<file path="config.mk">
export PLATFORM = sky130hd
export DESIGN_NAME = fir_output_formatter
export DESIGN_NICKNAME = d
export VERILOG_FILES = /design/src/rtl/fir_fmt_pkg.sv /design/src/rtl/fir_sync_fifo.sv /design/src/rtl/fir_output_formatter.sv
export SDC_FILE = /design/constraint.sdc
export NUM_CORES = 1
export LEC_CHECK = 0
export ABC_AREA = 0
export CORE_MARGIN = 5
export CORE_UTILIZATION = 40
export CTS_CLUSTER_DIAMETER = 40
export DETAILED_ROUTE_END_ITERATION = 10
export SLEW_MARGIN = 30
export SYNTH_ARGS = -nofsm -noshare
export SYNTH_HDL_FRONTEND = slang
export SYNTH_SLANG_ARGS = --single-unit
</file>
<file path="constraint.sdc">
create_clock -name clk -period 2.15 [get_ports clk]
set_input_delay 0.215 -clock clk [delete_from_list [all_inputs] [get_ports clk]]
set_output_delay 0.215 -clock clk [all_outputs]
set_load 0.01 [all_outputs]
</file>
<file path="src/rtl/fir_fmt_pkg.sv">
// Shared widths, rounding constant and the round/saturate helper for the
// FIR output formatter (sfix33_En31 -> sfix16_En15).
package fir_fmt_pkg;
  localparam int IN_W     = 33;
  localparam int IN_FRAC  = 31;
  localparam int OUT_W    = 16;
  localparam int OUT_FRAC = 15;
  localparam int SHIFT    = IN_FRAC - OUT_FRAC;
  localparam int SUM_W    = IN_W + 1;        // one guard bit for the rounding add
  localparam int R_W      = SUM_W - SHIFT;   // 18-bit shifted result

  localparam logic [SUM_W-1:0] RND_CONST = SUM_W'(1) << (SHIFT - 1);
  localparam logic [OUT_W-1:0] OUT_MAX   = 16'h7FFF;
  localparam logic [OUT_W-1:0] OUT_MIN   = 16'h8000;

  typedef struct packed {
    logic [OUT_W-1:0] data;
    logic             sat;
  } fmt_res_t;

  // Round half up (toward +inf), then clamp to the 16-bit signed range.
  function automatic fmt_res_t round_sat(input logic [IN_W-1:0] x);
    logic signed [SUM_W-1:0] sum;
    logic        [R_W-1:0]   r;
    fmt_res_t                res;
    sum = $signed({x[IN_W-1], x}) + $signed(RND_CONST);
    r   = sum[SUM_W-1:SHIFT];
    // Result fits only if every bit above the output sign bit matches it.
    if (!r[R_W-1] && (|r[R_W-2:OUT_W-1])) begin
      res.data = OUT_MAX;
      res.sat  = 1'b1;
    end else if (r[R_W-1] && !(&r[R_W-2:OUT_W-1])) begin
      res.data = OUT_MIN;
      res.sat  = 1'b1;
    end else begin
      res.data = r[OUT_W-1:0];
      res.sat  = 1'b0;
    end
    return res;
  endfunction
endpackage

</file>
<file path="src/rtl/fir_sync_fifo.sv">
// Pointer-based synchronous FIFO. Head output is combinational from the
// array while non-empty and holds the last popped word while empty.
module fir_sync_fifo #(
  parameter int WIDTH = 16,
  parameter int DEPTH = 4
) (
  input  logic             clk,
  input  logic             reset,
  input  logic             i_push,
  input  logic             i_pop,
  input  logic [WIDTH-1:0] i_data,
  output logic [WIDTH-1:0] o_head,
  output logic             o_full,
  output logic             o_empty
);
  localparam int AW = (DEPTH > 1) ? $clog2(DEPTH) : 1;

  logic [WIDTH-1:0] r_mem [DEPTH];
  logic [AW-1:0]    r_wr_ptr, r_rd_ptr;
  logic [AW:0]      r_count;
  logic [WIDTH-1:0] r_last;

  assign o_full  = (r_count == (AW+1)'(DEPTH));
  assign o_empty = (r_count == '0);
  assign o_head  = o_empty ? r_last : r_mem[r_rd_ptr];

  // Storage array; written only on an accepted push.
  always_ff @(posedge clk) begin
    if (i_push) r_mem[r_wr_ptr] <= i_data;
  end

  // Pointers, occupancy and the held head value; DEPTH is a power of two
  // so the pointers wrap naturally.
  always_ff @(posedge clk or posedge reset) begin
    if (reset) begin
      r_wr_ptr <= '0;
      r_rd_ptr <= '0;
      r_count  <= '0;
      r_last   <= '0;
    end else begin
      if (i_push) r_wr_ptr <= r_wr_ptr + 1'b1;
      if (i_pop) begin
        r_rd_ptr <= r_rd_ptr + 1'b1;
        r_last   <= r_mem[r_rd_ptr];
      end
      case ({i_push, i_pop})
        2'b10:   r_count <= r_count + 1'b1;
        2'b01:   r_count <= r_count - 1'b1;
        default: r_count <= r_count;
      endcase
    end
  end
endmodule

</file>
<file path="src/rtl/fir_output_formatter.sv">
// Captures the serial FIR output once per sample period, rounds/saturates
// it to sfix16_En15 and queues it behind a valid/ready interface.
module fir_output_formatter
  import fir_fmt_pkg::*;
#(
  parameter int FIFO_DEPTH = 4,
  parameter int PHASES     = 4
) (
  input  logic             clk,
  input  logic             reset,
  input  logic             clk_enable,
  input  logic [IN_W-1:0]  sample_in,
  output logic [OUT_W-1:0] out_data,
  output logic             out_valid,
  input  logic             out_ready,
  output logic [15:0]      sat_count,
  output logic             overflow,
  input  logic             clear_flags
);
  localparam int CW = (PHASES > 1) ? $clog2(PHASES) : 1;

  logic [CW-1:0]   r_cnt;
  logic [IN_W-1:0] r_cap;
  logic            r_cap_vld;
  logic            w_capture, w_push, w_pop, w_wr, w_drop;
  logic            w_full, w_empty;
  fmt_res_t        w_res;

  assign w_capture = (r_cnt == '0) & clk_enable;
  assign w_res     = round_sat(r_cap);
  assign w_push    = r_cap_vld & clk_enable;
  assign w_pop     = out_valid & out_ready & clk_enable;
  // A full FIFO still accepts when the head leaves in the same cycle.
  assign w_wr      = w_push & (~w_full | w_pop);
  assign w_drop    = w_push & w_full & ~w_pop;
  assign out_valid = ~w_empty;

  // Phase counter mirroring the filter's, starting at PHASES-1 so the
  // first enabled edge lands on phase 0.
  always_ff @(posedge clk or posedge reset) begin
    if (reset)           r_cnt <= CW'(PHASES - 1);
    else if (clk_enable) r_cnt <= (r_cnt == CW'(PHASES - 1)) ? '0 : r_cnt + 1'b1;
  end

  // Capture stage: one-cycle valid pulse per sample period.
  always_ff @(posedge clk or posedge reset) begin
    if (reset) begin
      r_cap     <= '0;
      r_cap_vld <= 1'b0;
    end else if (w_capture) begin
      r_cap     <= sample_in;
      r_cap_vld <= 1'b1;
    end else if (clk_enable) begin
      r_cap_vld <= 1'b0;
    end
  end

  // Sticky status: saturation counter and overflow; clear wins.
  always_ff @(posedge clk or posedge reset) begin
    if (reset) begin
      sat_count <= '0;
      overflow  <= 1'b0;
    end else if (clk_enable) begin
      if (clear_flags) begin
        sat_count <= '0;
        overflow  <= 1'b0;
      end else begin
        if (w_push && w_res.sat && (sat_count != 16'hFFFF))
          sat_count <= sat_count + 1'b1;
        if (w_drop) overflow <= 1'b1;
      end
    end
  end

  fir_sync_fifo #(
    .WIDTH (OUT_W),
    .DEPTH (FIFO_DEPTH)
  ) u_fifo (
    .clk     (clk),
    .reset   (reset),
    .i_push  (w_wr),
    .i_pop   (w_pop),
    .i_data  (w_res.data),
    .o_head  (out_data),
    .o_full  (w_full),
    .o_empty (w_empty)
  );
endmodule

</file>
==> results.json <==
{
  "status": "finished with violations",
  "violations": "setup timing",
  "wl_per_cell_um": 17.3,
  "p_switching_uw": 3920,
  "worst_slack_ns": -0.118,
  "dr.pass1.iters": 4,
  "drive_gt1_frac": 0.423,
  "antenna_found_initial": 0,
  "slew_headroom": 0.694,
  "vias": 3845,
  "cts_buffer_depth": 2,
  "root_buffer": "clkbuf_16",
  "syn_inst": 415,
  "port_buffers": 56,
  "num_io_pins": 72,
  "slew_viol_final": 0,
  "arrival_ns": 2.55,
  "cellLeakagePower_uw": 0.00323,
  "hold_violations": 0,
  "postSynthAreaPerCell_sq_um": 14.2,
  "clkTransAtPathRegs_ns": 0.05,
  "sw_frac_of_total": 0.318,
  "rsz0062_at_grt": "yes",
  "grt_max_degree": 25,
  "power_frac_clock": 0.225,
  "power_uw": 12300,
  "synth.distinct_cells": 48,
  "vias_per_cell": 5.07,
  "min_path_type": "in2async",
  "cp_data_required_time_ns": 2.43,
  "final_nets": 608,
  "syn-cell-area_sq_um": 5870,
  "max_freq_mhz": 441,
  "clkSinkCount": 125,
  "fin_setup_tns_ns": -1.88,
  "clk_latency_ns": 0.41,
  "grt_usage": 0.157,
  "grt_pass1_wl_um": 21800,
  "cp-start-kind": "flip-flop",
  "p_int_uw": 8390,
  "synth-seq-cells": 125,
  "syn-num-nets": 462,
  "drc": 0,
  "peakVddDrop_mv": 0.779,
  "seq_area_frac_synth": 0.588,
  "tightest_slew_ns": 0.457,
  "drv_cap": 0,
  "place_congestion": 0.752,
  "die_area_sq_um": 17200,
  "area_delta_synth_final_pct": 42.3,
  "drt-total-wl_um": 13100,
  "ys.flop_type": "edfxtp_1",
  "min_period_ns": 2.27,
  "period_share": 1.05,
  "path_max_fanout": 6,
  "cts_tree": "built",
  "rows": 44,
  "fin_worst_skew_ns": 0.00829,
  "pwr-share-comb": 0.457,
  "diodes": 0,
  "seqPwrFrac": 0.318,
  "fin_hold_ws_ns": 0.0406,
  "postCtsHoldBufs": 0,
  "ctsHtreeMaxLevel": 4,
  "ys_async_sr_fraction": 0.488,
  "power_per_cell_area_nw_per_um2": 1470,
  "grt_pass1_vias": 4222,
  "synth_edf_count": 64,
  "critPathCaptureType": "flip-flop",
  "start_util": 0.406,
  "crit_type": "reg2reg",
  "die_y_um": 131,
  "setup_viol_count_final": 73,
  "drtIter0Drc": 161,
  "ant_nets": 0,
  "cts-buffers-inserted": 17,
  "core_area_sq_um": 14500,
  "overflow": 0,
  "ys.warnings.count": 0,
  "dp_hpwl_um": 8600,
  "fp.dieW_um": 131
}
[what timing repair did]
action,4_1_cts,5_1_grt
gates cloned,3,0
endpoints found under the setup margin,93,92
hold endpoints to repair,0,0
pin swaps,24,15
buffers inserted,16,7
resized for setup,136,35
[final timing paths]
path	from	endpoint	slack, ns	cells after the start
setup / recovery	r_cap[16]$_DFFE_PP0P_	sat_count[9]$_DFFE_PP0P_	-0.12	9
hold / removal	reset	u_fifo.r_last[12]$_DFFE_PP0P_	0.04	2
setup reg to reg	r_cap[16]$_DFFE_PP0P_	sat_count[9]$_DFFE_PP0P_	-0.12	9
hold reg to reg	u_fifo.r_last[2]$_DFFE_PP0P_	u_fifo.r_last[2]$_DFFE_PP0P_	0.51	1
max in group asynchronous	reset	r_cnt[1]$_DFFE_PP1P_	1.56	3
min in group clk	sample_in[17]	r_cap[17]$_DFFE_PP0P_	0.42	2
[synth_stat cells, types with 2 or more instances]
cell type / instances / area, sq um
nor3_1: 4 / 20.0
mux2i_1: 2 / 20.0
o211ai_1: 2 / 15.0
nor4_1: 3 / 18.8
nand4_1: 5 / 31.3
and2_1: 4 / 25.0
xnor2_1: 26 / 228
mux2_2: 50 / 563
edfxtp_1: 64 / 1920
nor2_1: 17 / 63.8
buf_1: 3 / 11.3
nor4_4: 5 / 106
or2_2: 2 / 12.5
inv_1: 29 / 109
xor2_1: 6 / 52.6
dfstp_2: 2 / 52.6
ha_1: 8 / 100
clkbuf_1: 13 / 48.8
a21oi_1: 7 / 35.0
a32o_1: 2 / 20.0
o21ai_0: 21 / 105
and4_1: 2 / 17.5
mux4_2: 16 / 360
nand2_1: 15 / 56.3
o22ai_1: 14 / 87.6
dfrtp_1: 59 / 1480
nand3_1: 12 / 60.1
nand4_2: 2 / 25.0
[metrics by stage]
| stage | instance area, sq um | cells | util | setup WS, ns |
|---|---|---|---|---|
| CTS | 8130 | 752 | 0.561 | -0.140 |
| global route | 8360 | 758 | 0.577 | -0.233 |
| finish | 8360 | 758 | 0.577 | -0.118 |
| floorplan | 5880 | 415 | - | 0.00248 |
| detailed placement | 7180 | 701 | 0.496 | -0.190 |
| global placement | 7180 | 701 | 0.496 | -0.542 |
[per-layer routing]
metal  global-route usage  share of wire  vias up
met1                0.197           0.44     1936
met4               0.0537          0.014        0
li1                     -              -     1831
met2                0.263           0.51       65
met3               0.0440          0.034       13
met5                    0              0        -
[critical path: stages (launching register included)]
cell     delay (ns)
dfrtp_1        0.40
ha_4           0.17
nand3_4        0.08
nor4_4         0.33
xnor2_2        0.18
o21a_4         0.27
nor4_4         0.35
buf_4          0.18
xnor2_2        0.10
o22ai_1        0.08
[kinds of logic after synthesis]
logic type               count (synthesis)  synth area share
flip-flops                             125             0.588
buffers and inverters                   47            0.0322
AND/OR/NAND/NOR                         78            0.0854
adder cells (fa/ha/maj)                  9            0.0205
AO/OA/AOI/OAI                           55            0.0633
multiplexers                            68             0.161
XOR/XNOR                                33            0.0505
[cell type report]
| type | instances | area, sq um |
|---|---|---|
| fill | 1168 | 6120 |
| sequential | 125 | 3450 |
| multi-input combinational | 243 | 2560 |
| timing repair buffer | 145 | 1440 |
| clock buffer | 24 | 482 |
| tap | 184 | 230 |
| inverter | 29 | 109 |
| clock inverter | 8 | 90.1 |
[state kept, by name, summed over array words and instances, names as in the netlist]
register and flops:
u_fifo.r_mem 64, r_cap 18, sat_count 16, u_fifo.r_last 16
u_fifo.r_count 3, r_cnt 2, u_fifo.r_rd_ptr 2, u_fifo.r_wr_ptr 2
overflow 1, r_cap_vld 1
[placed cells by master, fill, tap and decap left out, types with 10 or more instances in the layout]
master / count
clkbuf_16: 17
o21ai_4: 15
mux4_2: 16
buf_12: 10
inv_1: 28
buf_6: 20
nand2_1: 15
dfrtp_1: 58
mux2_4: 16
clkdlybuf4s50_1: 39
buf_4: 72
nor2_1: 17
o22ai_1: 14
edfxtp_1: 64
nand3_1: 11
xnor2_1: 25
mux2_2: 34
[power groups by stage]
stage | registers [uW] | clock network, uW | logic [uW]
final | 3910 | 2770 | 5620
after global placement | 3880 | 0 | 4270
after floorplan | 3920 | 0 | 2460
after global routing | 3990 | 2920 | 6060
after detailed placement | 3930 | 0 | 4410
after CTS | 3910 | 2820 | 5160
Power figures use the tool's default switching activity.
